==> config.mk <==
export PLATFORM = sky130hd
export DESIGN_NAME = enemy_row
export DESIGN_NICKNAME = d
export VERILOG_FILES = /design/src/rtl/space_pkg.sv /design/src/rtl/box_overlap.sv /design/src/rtl/enemy_row.sv
export SDC_FILE = /design/constraint.sdc
export NUM_CORES = 1
export LEC_CHECK = 0
export ABC_AREA = 1
export BUFFER_PORTS_ARGS = -buffer_cell sky130_fd_sc_hd__clkbuf_2
export CORE_MARGIN = 1.5
export CORE_UTILIZATION = 55
export CTS_CLUSTER_SIZE = 30
export DETAILED_ROUTE_END_ITERATION = 7
export HOLD_SLACK_MARGIN = 0.06
export MAX_ROUTING_LAYER = met4
export PLACE_DENSITY = 0.75
export SLEW_MARGIN = 20
export SYNTH_ARGS = -nofsm -noshare
export SYNTH_HDL_FRONTEND = slang
export SYNTH_HIERARCHICAL = 1
export SYNTH_SLANG_ARGS = --single-unit
==> constraint.sdc <==
create_clock -name clk -period 5 [get_ports clk]
set_input_delay 1 -clock clk [delete_from_list [all_inputs] [get_ports clk]]
set_output_delay 1 -clock clk [all_outputs]
set_load 0.05 [all_outputs]
==> src/rtl/space_pkg.sv <==
// Shared screen, colour and bullet-geometry constants plus the enemy-row state type
// for the space-shooter video layers.
package space_pkg;

    localparam logic [10:0] SCREEN_W   = 11'd640;
    localparam logic [10:0] SCREEN_H   = 11'd480;
    localparam logic [10:0] WALL_L     = 11'd3;
    localparam logic [10:0] WALL_R     = 11'd636;
    localparam logic [10:0] TICK_LINE  = 11'd481;

    localparam logic [2:0]  COL_BLACK  = 3'b000;
    localparam logic [2:0]  COL_ENEMY  = 3'b010;

    // Bullet box relative to the bullet register: x = bull_x+3 .. +6, y = bull_y-5 .. bull_y
    localparam logic [10:0] BULL_OFF_X = 11'd3;
    localparam logic [10:0] BULL_W     = 11'd4;
    localparam logic [10:0] BULL_H     = 11'd6;

    typedef enum logic [1:0] {
        PLAY  = 2'd0,
        CLEAR = 2'd1,
        OVER  = 2'd2
    } enemy_state_e;

    function automatic logic [9:0] sat_inc10(input logic [9:0] v);
        sat_inc10 = (v == 10'h3FF) ? v : v + 10'd1;
    endfunction

endpackage

==> src/rtl/box_overlap.sv <==
// Combinational inclusive rectangle-overlap test between box a and box b
// (all coordinates 11-bit unsigned, both corners inclusive).
module box_overlap (
    input  logic [10:0] a_x0_i,
    input  logic [10:0] a_x1_i,
    input  logic [10:0] a_y0_i,
    input  logic [10:0] a_y1_i,
    input  logic [10:0] b_x0_i,
    input  logic [10:0] b_x1_i,
    input  logic [10:0] b_y0_i,
    input  logic [10:0] b_y1_i,
    output logic        overlap_o
);

    assign overlap_o = (a_x0_i <= b_x1_i) && (b_x0_i <= a_x1_i) &&
                       (a_y0_i <= b_y1_i) && (b_y0_i <= a_y1_i);

endmodule

==> src/rtl/enemy_row.sv <==
// One marching row of invaders: movement, alive mask, bullet hits, score and wave/game-over FSM.
// Optional build macro ENEMY_SPEEDUP_EN shortens the move divider by one frame per cleared wave.
module enemy_row
    import space_pkg::*;
#(
    parameter int N_ENEMY        = 8,
    parameter int ENEMY_W        = 16,
    parameter int ENEMY_H        = 12,
    parameter int SPACING        = 32,
    parameter int ROW_X0         = 64,
    parameter int ROW_Y0         = 40,
    parameter int STEP_X         = 2,
    parameter int DROP_Y         = 8,
    parameter int MOVE_DIV       = 4,
    parameter int BULL_REST_Y    = 464,
    parameter int PLAYER_T       = 465,
    parameter int RESPAWN_FRAMES = 60
) (
    input  logic               clk,
    input  logic               reset,
    input  logic               video_on,
    input  logic [10:0]        pix_x,
    input  logic [10:0]        pix_y,
    input  logic [10:0]        bull_x,
    input  logic [10:0]        bull_y,
    output logic               enemy_on,
    output logic [2:0]         rgb,
    output logic               hit,
    output logic [9:0]         score,
    output logic [3:0]         wave,
    output logic [N_ENEMY-1:0] alive,
    output logic               game_over
);

    localparam logic [10:0] RIGHT_SPAN = 11'((N_ENEMY - 1) * SPACING + ENEMY_W - 1);
    localparam logic [10:0] STEP       = 11'(STEP_X);
    localparam logic [10:0] DROP       = 11'(DROP_Y);

    logic [10:0]        row_x_q, row_x_d;
    logic [10:0]        row_y_q, row_y_d;
    logic               dir_q, dir_d;          // 1'b0 = moving right
    logic [7:0]         move_cnt_q, move_cnt_d;
    logic [7:0]         resp_cnt_q, resp_cnt_d;
    logic [N_ENEMY-1:0] alive_q, alive_d;
    logic [9:0]         score_q, score_d;
    logic [3:0]         wave_q, wave_d;
    logic               hit_q, hit_d;
    logic               game_over_q, game_over_d;
    enemy_state_e       state_q, state_d;

    logic               frame_tick_s;
    logic               in_flight_s;
    logic [7:0]         div_s;
    logic [10:0]        bx0_s, bx1_s, by0_s, by1_s, ey1_s;
    logic [10:0]        ex0_s [N_ENEMY];
    logic [10:0]        ex1_s [N_ENEMY];
    logic [N_ENEMY-1:0] ovl_s, pix_in_s, cand_s, kill_mask_s;

    assign frame_tick_s = (pix_y == TICK_LINE) && (pix_x == 11'd0);
    assign in_flight_s  = bull_y < 11'(BULL_REST_Y);

    assign bx0_s = bull_x + BULL_OFF_X;
    assign bx1_s = bx0_s + BULL_W - 11'd1;
    assign by1_s = bull_y;
    assign by0_s = bull_y - (BULL_H - 11'd1);
    assign ey1_s = row_y_q + 11'(ENEMY_H - 1);

`ifdef ENEMY_SPEEDUP_EN
    assign div_s = (8'(MOVE_DIV) > {4'd0, wave_q}) ? (8'(MOVE_DIV) - {4'd0, wave_q}) : 8'd1;
`else
    assign div_s = 8'(MOVE_DIV);
`endif

    for (genvar gi = 0; gi < N_ENEMY; gi++) begin : g_enemy
        assign ex0_s[gi]    = row_x_q + 11'(gi * SPACING);
        assign ex1_s[gi]    = ex0_s[gi] + 11'(ENEMY_W - 1);
        assign pix_in_s[gi] = (pix_x >= ex0_s[gi]) && (pix_x <= ex1_s[gi]) &&
                              (pix_y >= row_y_q) && (pix_y <= ey1_s);

        box_overlap u_ovl (
            .a_x0_i    (ex0_s[gi]),
            .a_x1_i    (ex1_s[gi]),
            .a_y0_i    (row_y_q),
            .a_y1_i    (ey1_s),
            .b_x0_i    (bx0_s),
            .b_x1_i    (bx1_s),
            .b_y0_i    (by0_s),
            .b_y1_i    (by1_s),
            .overlap_o (ovl_s[gi])
        );
    end

    // Isolate the lowest set bit so at most one enemy dies per frame
    assign cand_s      = alive_q & ovl_s & {N_ENEMY{in_flight_s}};
    assign kill_mask_s = cand_s & (~cand_s + {{(N_ENEMY-1){1'b0}}, 1'b1});

    assign enemy_on  = (state_q != CLEAR) && ((pix_in_s & alive_q) != '0);
    assign rgb       = (enemy_on && video_on) ? COL_ENEMY : COL_BLACK;
    assign hit       = hit_q;
    assign score     = score_q;
    assign wave      = wave_q;
    assign alive     = alive_q;
    assign game_over = game_over_q;

    // Next-state logic: all updates gated by the frame tick; kill uses pre-move positions
    always_comb begin
        row_x_d    = row_x_q;
        row_y_d    = row_y_q;
        dir_d      = dir_q;
        move_cnt_d = move_cnt_q;
        resp_cnt_d = resp_cnt_q;
        alive_d    = alive_q;
        score_d    = score_q;
        wave_d     = wave_q;
        hit_d      = 1'b0;
        state_d    = state_q;
        case (state_q)
            PLAY: begin
                if (frame_tick_s) begin
                    alive_d = alive_q & ~kill_mask_s;
                    if (kill_mask_s != '0) begin
                        hit_d   = 1'b1;
                        score_d = sat_inc10(score_q);
                    end else begin
                        hit_d   = 1'b0;
                    end
                    if (move_cnt_q >= div_s - 8'd1) begin
                        move_cnt_d = 8'd0;
                        if (!dir_q && (row_x_q + RIGHT_SPAN + STEP) > WALL_R) begin
                            dir_d   = 1'b1;
                            row_y_d = row_y_q + DROP;
                        end else if (dir_q && (row_x_q < WALL_L + STEP)) begin
                            dir_d   = 1'b0;
                            row_y_d = row_y_q + DROP;
                        end else if (!dir_q) begin
                            row_x_d = row_x_q + STEP;
                        end else begin
                            row_x_d = row_x_q - STEP;
                        end
                    end else begin
                        move_cnt_d = move_cnt_q + 8'd1;
                    end
                    if (alive_d == '0) begin
                        state_d = CLEAR;
                        wave_d  = wave_q + 4'd1;
                    end else if ((row_y_d + 11'(ENEMY_H - 1)) >= 11'(PLAYER_T)) begin
                        state_d = OVER;
                    end else begin
                        state_d = PLAY;
                    end
                end else begin
                    state_d = PLAY;
                end
            end
            CLEAR: begin
                if (frame_tick_s) begin
                    if (resp_cnt_q == 8'(RESPAWN_FRAMES - 1)) begin
                        alive_d    = '1;
                        row_x_d    = 11'(ROW_X0);
                        row_y_d    = 11'(ROW_Y0);
                        dir_d      = 1'b0;
                        resp_cnt_d = 8'd0;
                        state_d    = PLAY;
                    end else begin
                        resp_cnt_d = resp_cnt_q + 8'd1;
                    end
                end else begin
                    state_d = CLEAR;
                end
            end
            OVER: begin
                state_d = OVER;
            end
            default: begin
                state_d = PLAY;
            end
        endcase
        game_over_d = (state_d == OVER);
    end

    // State registers with synchronous active-high reset
    always_ff @(posedge clk) begin
        if (reset) begin
            row_x_q     <= 11'(ROW_X0);
            row_y_q     <= 11'(ROW_Y0);
            dir_q       <= 1'b0;
            move_cnt_q  <= 8'd0;
            resp_cnt_q  <= 8'd0;
            alive_q     <= '1;
            score_q     <= 10'd0;
            wave_q      <= 4'd0;
            hit_q       <= 1'b0;
            game_over_q <= 1'b0;
            state_q     <= PLAY;
        end else begin
            row_x_q     <= row_x_d;
            row_y_q     <= row_y_d;
            dir_q       <= dir_d;
            move_cnt_q  <= move_cnt_d;
            resp_cnt_q  <= resp_cnt_d;
            alive_q     <= alive_d;
            score_q     <= score_d;
            wave_q      <= wave_d;
            hit_q       <= hit_d;
            game_over_q <= game_over_d;
            state_q     <= state_d;
        end
    end

endmodule

==> results.md, run 1 <==
* Total CTS buffers at 9
* M2 GR Usage at 58.79%
* Internal power at ~0.0013 W
* Switch share at between 40 and 50%
* Async SR Flop Fraction at 0%
* Routed wire per std cell at 15.20 um
* Fin util at about two thirds
* Logic pwr share at between 40 and 50%
* Final Power at 0.002123 W
* Root Buffer: clkbuf_16
* Drc violations at 0
* RSZ-0062 raised after global routing: true
* Class of the worst hold path: reg -> reg
* FF-to-FF End: state_q[0]
* Fmax at slightly below 200 MHz
* Cell count of the worst reg-to-reg path at 34
* H-Tree Depth at 3
* Post-synthesis sequential area ratio at roughly 6.6%
* Layout cells sized above 1 at between 10% and 20%
* Synth Register Bits at slightly above 60
* CTS Hold Buffers Added at 0
* Die width at between 150 and 200 um
* Crit-path max cell delay at 0.27 ns
* Reg2reg setup slack at 0.34 ns
* Maximum vdd drop at around 180 uV
* Overflow after GRT at 0
* Clock Latency Late Sink at around 0.33 ns
* Status: finished, violations left
* Switching power at 0.0008609 W
* I/O pin total at 75
* Met1 Track Usage GR at between 40% and 50%
* GRT Overall Usage at about a third
* Busiest layer in global routing: met2
* Die footprint at roughly 0.035 mm2
* Data arrival, critical path at between 5 and 6 ns
* Top-area cell type share of the netlist area at 33.60%
* Unique masters post-synth at 60
* Syn Std Cell Area at ~0.018 mm2
* CTS tree: built
* Final period util at 100.7%
* Initial Util at between 50% and 60%
* Commonest cells after routing, fill and taps aside: nand2_1 (764), inv_1 (738), ha_1 (485)
* Drt total wl at ~57 mm
* CP dominant cell by count: nand2_2
* Final Max Tran Viols at 0
* Largest net degree at the start of global routing at 32
* Ant diodes at 0
* Required time of the critical path at between 5 and 6 ns
* Most used flip-flop cell after synthesis: dfxtp_1
* Minimum clock period at 5.035 ns
* Clock share of power at ~30%
* Ys Warns at 6
* Initial antenna violation count at 0
* CP Class: in -> reg
* Critical Path Fanout Max at 7
* Initial drt markers at 1282
* P&R area growth vs syn at 18.39%
* Avg Inst Size Synth at between 6 and 7 um2
* Vias per std cell at roughly 5.3
* CTS clock-pin slew for the worst setup and hold paths at approximately 0.060 ns
* PortBufs at 72
* Crit. End Element: register
* Failing checks: setup timing
* Cell Rows at 66
* Number of global-route vias before repair at about 19000
* Layout Nets at between 3000 and 4000
* Die Y-Extent at ~190 um
* Routability congestion estimate from global placement at a little under 1
* CP max stage cell: xnor2_4
* Setup WS pre-CTS at -0.4841 ns
* R2R Path Start: row_x_q[5]
* Max_slew headroom at around 39%
* Via count at 19790
* CTS max path bufs at 2
* Final setup fails at 5
* Core ar. at between 0.03 and 0.04 mm2
* Slew @ Worst Pin at 0.9047 ns
* HPWL Detailed at approximately 48 mm
* EDFF count, synth at 0
* Leading cell type in the layout, fill and taps excluded: nand2_1
* MaxCap Viol Count at 0
* Leading area contributor after synthesis: ha_1
* Post-Layout Cell Count at ~3800
* Placed insts at between 3000 and 4000
* Setup Skew at 0.004751 ns
* Worst hold path cell count at 1
* Crit path to: state_q[0]
* CP Launch Type: input pin
* Setup crit start: bull_x[0]
* DRT antenna net count at 0
* Sink Count at around 60
* DRT Pass-1 Iters at 6
* Pwr dens at about 97 mW/mm2
* Part of the power in registers at between 20% and 30%
* Static Leak at between 10 and 15 nW
* Final WS setup at -0.03534 ns
* Cell count after synthesis at 3004
* First-pass GRT wire length at around 90 mm
* M3 GR Usage at ~2.5%
* Final hold violations at 0
* Area contributors post-synth: ha_1 (34%), nand2_1 (16%), inv_1 (15%)
## critical path, delay by kind of cell
family / cells / cell delay [ns]
AND/OR/NAND/NOR: 18 / 1.69
buffers and inverters: 10 / 1.02
AO/OA/AOI/OAI: 5 / 0.87
adder cells (fa/ha/maj): 2 / 0.43
XOR/XNOR: 1 / 0.27
## power groups by stage
stage	Sequential, W	Clock (W)	Combinational, W
6_report	0.000486	0.000629	0.00101
4_1_cts	0.000486	0.000632	0.000973
3_3_place_gp	0.000497	0	0.000912
2_1_floorplan	0.000497	0	0.000632
5_1_grt	0.000485	0.000661	0.00116
3_5_place_dp	0.000497	0	0.000964
## routing by layer
metal	part of all wire [%]	up-vias	routed length [um]
li1	-	10040	-
met1	43	8996	24750
met2	47	586	26800
met3	5.2	164	2957
met4	4.8	0	2732
met5	0	-	0
## state kept, by name, summed over array words and instances (netlist names)
signal      count
alive           8
dir_q           1
game_over       1
hit             1
move_cnt_q      8
resp_cnt_q      8
row_x_q        10
row_y_q         8
score          10
state_q         2
wave            4
## stage by stage
stage	TNS, ns	hold WS [ns]	cell area, um2
CTS	0	0.4518	21200
global route	-1.905	0.4837	21780
detailed placement	-5.362	0.4427	20820
global placement	-2.703	0.4315	20820
finish	-0.09724	0.4618	21780
floorplan	0	0.4225	18740
## cells in the mapped netlist (all sizes together) (2+ instances only)
library cell / count
inv: 759
xor2: 63
dfxtp: 61
conb: 2
or2: 4
nor3b: 10
o21bai: 2
nand3: 130
a21o: 21
buf: 9
clkbuf: 6
a31oi: 5
xnor2: 22
and2: 17
ha: 494
o31ai: 6
o2111ai: 11
a31o: 2
nand2: 809
nand4: 60
nor4: 12
a21oi: 191
nor3: 24
o211ai: 7
o21a: 7
nor2: 182
o21ai: 72
nand3b: 4
## cells by family (layout without fill, tap and decap cells)
group	after synthesis	count (layout)	synth area share [%]
AO/OA/AOI/OAI	332	332	10.18
buffers and inverters	775	1031	16.07
XOR/XNOR	85	85	4.047
other	2	66	0.04083
flip-flops	61	61	6.639
adder cells (fa/ha/maj)	495	495	33.71
AND/OR/NAND/NOR	1254	1254	29.30
## how the worst min path moves through the flow
stage | end | startpoint | slack, ns
4_1_cts | resp_cnt_q[7] | resp_cnt_q[7] | 0.45
2_1_floorplan | resp_cnt_q[7] | resp_cnt_q[7] | 0.42
6_report | resp_cnt_q[7] | resp_cnt_q[7] | 0.46
5_1_grt | move_cnt_q[2] | move_cnt_q[2] | 0.48
3_3_place_gp | move_cnt_q[3] | move_cnt_q[3] | 0.43
3_5_place_dp | move_cnt_q[3] | move_cnt_q[3] | 0.44
## layout make-up
type / instances / area, um2
clock buffers: 9 / 225.2
clock inverters: 7 / 75.07
fillers: 3030 / 10930
inverters: 760 / 2872
multi-input cells: 2232 / 15020
flip-flops and latches: 61 / 1226
well taps: 442 / 553.0
repair buffers: 255 / 1800
## what timing repair did
action | 4_1_cts | 5_1_grt
pin swaps | 3 | 46
setup buffers | 2 | 13
gates resized for setup | 17 | 132
setup endpoints to repair | 11 | 19
Power figures use the tool's default switching activity.
==> run 2: changes to the inputs <==
--- a/config.mk
+++ b/config.mk
@@ -13,7 +13,8 @@
 export DETAILED_ROUTE_END_ITERATION = 7
 export HOLD_SLACK_MARGIN = 0.06
 export MAX_ROUTING_LAYER = met4
-export PLACE_DENSITY = 0.75
+export PLACE_DENSITY = 0.72
+export SKIP_CTS_REPAIR_TIMING = 1
 export SLEW_MARGIN = 20
 export SYNTH_ARGS = -nofsm -noshare
 export SYNTH_HDL_FRONTEND = slang
==> constraint.sdc (replaced) <==
create_clock -name clk -period 5.57 [get_ports clk]
set_input_delay 0.2785 -clock clk [delete_from_list [all_inputs] [get_ports clk]]
set_output_delay 0.2785 -clock clk [all_outputs]
set_load 0.05 [all_outputs]
==> run 2 against run 1 <==
The flow now finishes without violations. Die area unchanged. Critical path depth down 6. Via count down 3.4%. Critical endpoint is now wave[2]. Largest power group unchanged. Highest routed layer unchanged.
==> results.md, run 2 (same netlist as run 1, synthesis figures left out) <==
* Reg2reg setup slack at 0.32 ns (was 0.34 ns)
* M3 GR Usage at 3.287% (was 2.544%)
* Sink Count at 61 (unchanged)
* Final hold violations at 0 (unchanged)
* CTS max path bufs at 2 (unchanged)
* P&R area growth vs syn at 9.400% (was 18.39%)
* CP Launch Type: register (was input pin)
* Overflow after GRT at 0 (unchanged)
* Total CTS buffers at 9 (unchanged)
* Logic pwr share at 46.4% (was 47.5%)
* Data arrival, critical path at 5.43 ns (was 5.29 ns)
* Commonest cells after routing, fill and taps aside: nand2_1 (794), inv_1 (753), ha_1 (494) (was nand2_1 (764), inv_1 (738), ha_1 (485))
* Final setup fails at 0 (was 5)
* Slew @ Worst Pin at 0.9871 ns (was 0.9047 ns)
* Final WS setup at 0.3177 ns (was -0.03534 ns)
* Maximum vdd drop at 132.4 uV (was 182.5 uV)
* HPWL Detailed at 44.29 mm (was 47.64 mm)
* Hold_ws at 0.4257 ns (was 0.4618 ns)
* PortBufs at 72 (unchanged)
* Final Max Tran Viols at 0 (unchanged)
* Internal power at 0.001037 W (was 0.001262 W)
* Placed insts at 3620 (was 3735)
* Core ar. at 0.03270 mm2 (unchanged)
* Largest net degree at the start of global routing at 32 (unchanged)
* Required time of the critical path at 5.75 ns (was 5.25 ns)
* Post-Layout Cell Count at 3636 (was 3766)
* Cell Rows at 66 (unchanged)
* Critical Path Fanout Max at 9 (was 7)
* Busiest layer in global routing: met2 (unchanged)
* Met1 Track Usage GR at 38.48% (was 41.02%)
* Die footprint at 0.03455 mm2 (unchanged)
* Number of global-route vias before repair at 17840 (was 18780)
* Routability congestion estimate from global placement at 0.9767 (was 0.9818)
* CP dominant cell by count: nand2_1 (was nand2_2)
* Root Buffer: clkbuf_16 (unchanged)
* Status: completed (was finished, violations left)
* Initial Util at 56.25% (unchanged)
* CTS clock-pin slew for the worst setup and hold paths at 0.06 ns (about the same)
* Clock Latency Late Sink at 0.34 ns (was 0.33 ns)
* First-pass GRT wire length at 86.24 mm (was 90.99 mm)
* Crit. End Element: register (unchanged)
* Initial antenna violation count at 0 (unchanged)
* Pwr dens at 88.21 mW/mm2 (was 97.49 mW/mm2)
* Static Leak at 12.45 nW (was 13.24 nW)
* Area taken by multi-input logic gates at 0.01446 mm2 (was 0.01502 mm2)
* Reg area at 0.001221 mm2 (was 0.001226 mm2)
* Routed wire per std cell at 14.74 um (was 15.20 um)
* RSZ-0062 raised after global routing: false (was true)
* Leading cell type in the layout, fill and taps excluded: nand2_1 (unchanged)
* Buffer and inverter count on the worst path at 7 (was 10)
* Drc violations at 0 (unchanged)
* CP max stage cell: dfxtp_1 (was xnor2_4)
* Layout Nets at 3731 (was 3861)
* MaxCap Viol Count at 0 (unchanged)
* Crit-path max cell delay at 0.72 ns (was 0.27 ns)
* H-Tree Depth at 3 (unchanged)
* Initial drt markers at 1395 (was 1282)
* I/O pin total at 75 (unchanged)
* Setup TNS at 0 ns (was -0.09724 ns)
* Die width at 185.9 um (unchanged)
* DRT antenna net count at 0 (unchanged)
* M2 GR Usage at 55.93% (was 58.79%)
* Fmax at roughly 190 MHz
* Switch share at 41.58% (was 40.55%)
* Fill cells at 3189 (was 3030)
* Setup WS pre-CTS at 0.2941 ns (was -0.4841 ns)
* Via count at 19120 (was 19790)
* Switching power at 0.0007380 W (was 0.0008609 W)
* CP delay by family, top: simple AND/OR/NAND/NOR gates (unchanged)
* DRT Pass-1 Iters at 5 (was 6)
* Minimum clock period at approximately 5.3 ns
* Fin util at 61.54% (was 66.59%)
* Part of the power in registers at 24.6% (was 22.9%)
* Ant diodes at 0 (unchanged)
* Layout cells sized above 1 at 6.825% (was 13.78%)
* Max_slew headroom at 33.95% (was 39.25%)
* GRT Overall Usage at 32.07% (was 34.11%)
* Clock share of power at 29.0% (was 29.6%)
* CP Class: reg -> reg (was in -> reg)
* Die Y-Extent at 185.9 um (unchanged)
* Class of the worst hold path: in -> reg (was reg -> reg)
* Final period util at 94.30%
* Drt total wl at 53.58 mm (was 57.23 mm)
* Setup Skew at 0.006554 ns (was 0.004751 ns)
* CTS tree: built (unchanged)
* Vias per std cell at 5.259 (was 5.254)
run 2: changes by cell type in the layout (fill, tap and decap cells not counted), moves of 8 or more:
cell and change:
buf_4 -119, buf_6 -9, ha_1 +9, inv_1 +15
inv_2 -12, nand2_1 +30, nand2_2 -26, nor2_1 +15
nor2_2 -10, o21ai_0 +9, xnor2_1 +8, xor2_1 +11
xor2_2 -9
run 2: final timing paths:
path / from / end / cells after the start
setup / recovery: row_x_q[6] / wave[2] / 30
hold / removal: pix_y[0] / wave[1] / 5
setup reg to reg: row_x_q[6] / wave[2] / 30
hold reg to reg: move_cnt_q[2] / move_cnt_q[2] / 2
run 2: layer usage:
layer / up-vias / part of all wire [%] / wire (um)
li1: 9773 / - / -
met1: 8736 / 44 / 23640
met2: 486 / 47 / 25360
met3: 125 / 5.0 / 2688
met4: 0 / 3.5 / 1891
met5: - / 0 / 0
run 2: per-stage QoR:
stage,instance area (um2),total power [W]
after floorplan,18630,0.001008
after global placement,19850,0.001210
after detailed placement,19850,0.001255
after CTS,20120,0.001767
after global routing,20120,0.001923
final,20120,0.001775
run 2: cell type report:
class	instances	area share, %
Multi-Input combinational cell	2232	71.87
Inverter	760	14.21
Clock inverter	6	0.1928
Timing Repair Buffer	125	3.768
Tap cell	442	2.748
Sequential cell	61	6.069
Clock buffer	10	1.138
run 2: tightest hold or removal path: cells and delay by family:
family | cells | cell delay, ns
AND/OR/NAND/NOR | 3 | 0.29
AO/OA/AOI/OAI | 1 | 0.06
buffers and inverters | 1 | 0.09
run 2: power by group through the flow:
stage | registers [W] | logic [W] | clock network [W]
floorplan | 0.000446 | 0.000562 | 0
global placement | 0.000446 | 0.000765 | 0
detailed placement | 0.000446 | 0.000809 | 0
CTS | 0.000436 | 0.000814 | 0.000517
global route | 0.000436 | 0.000951 | 0.000536
finish | 0.000436 | 0.000823 | 0.000515
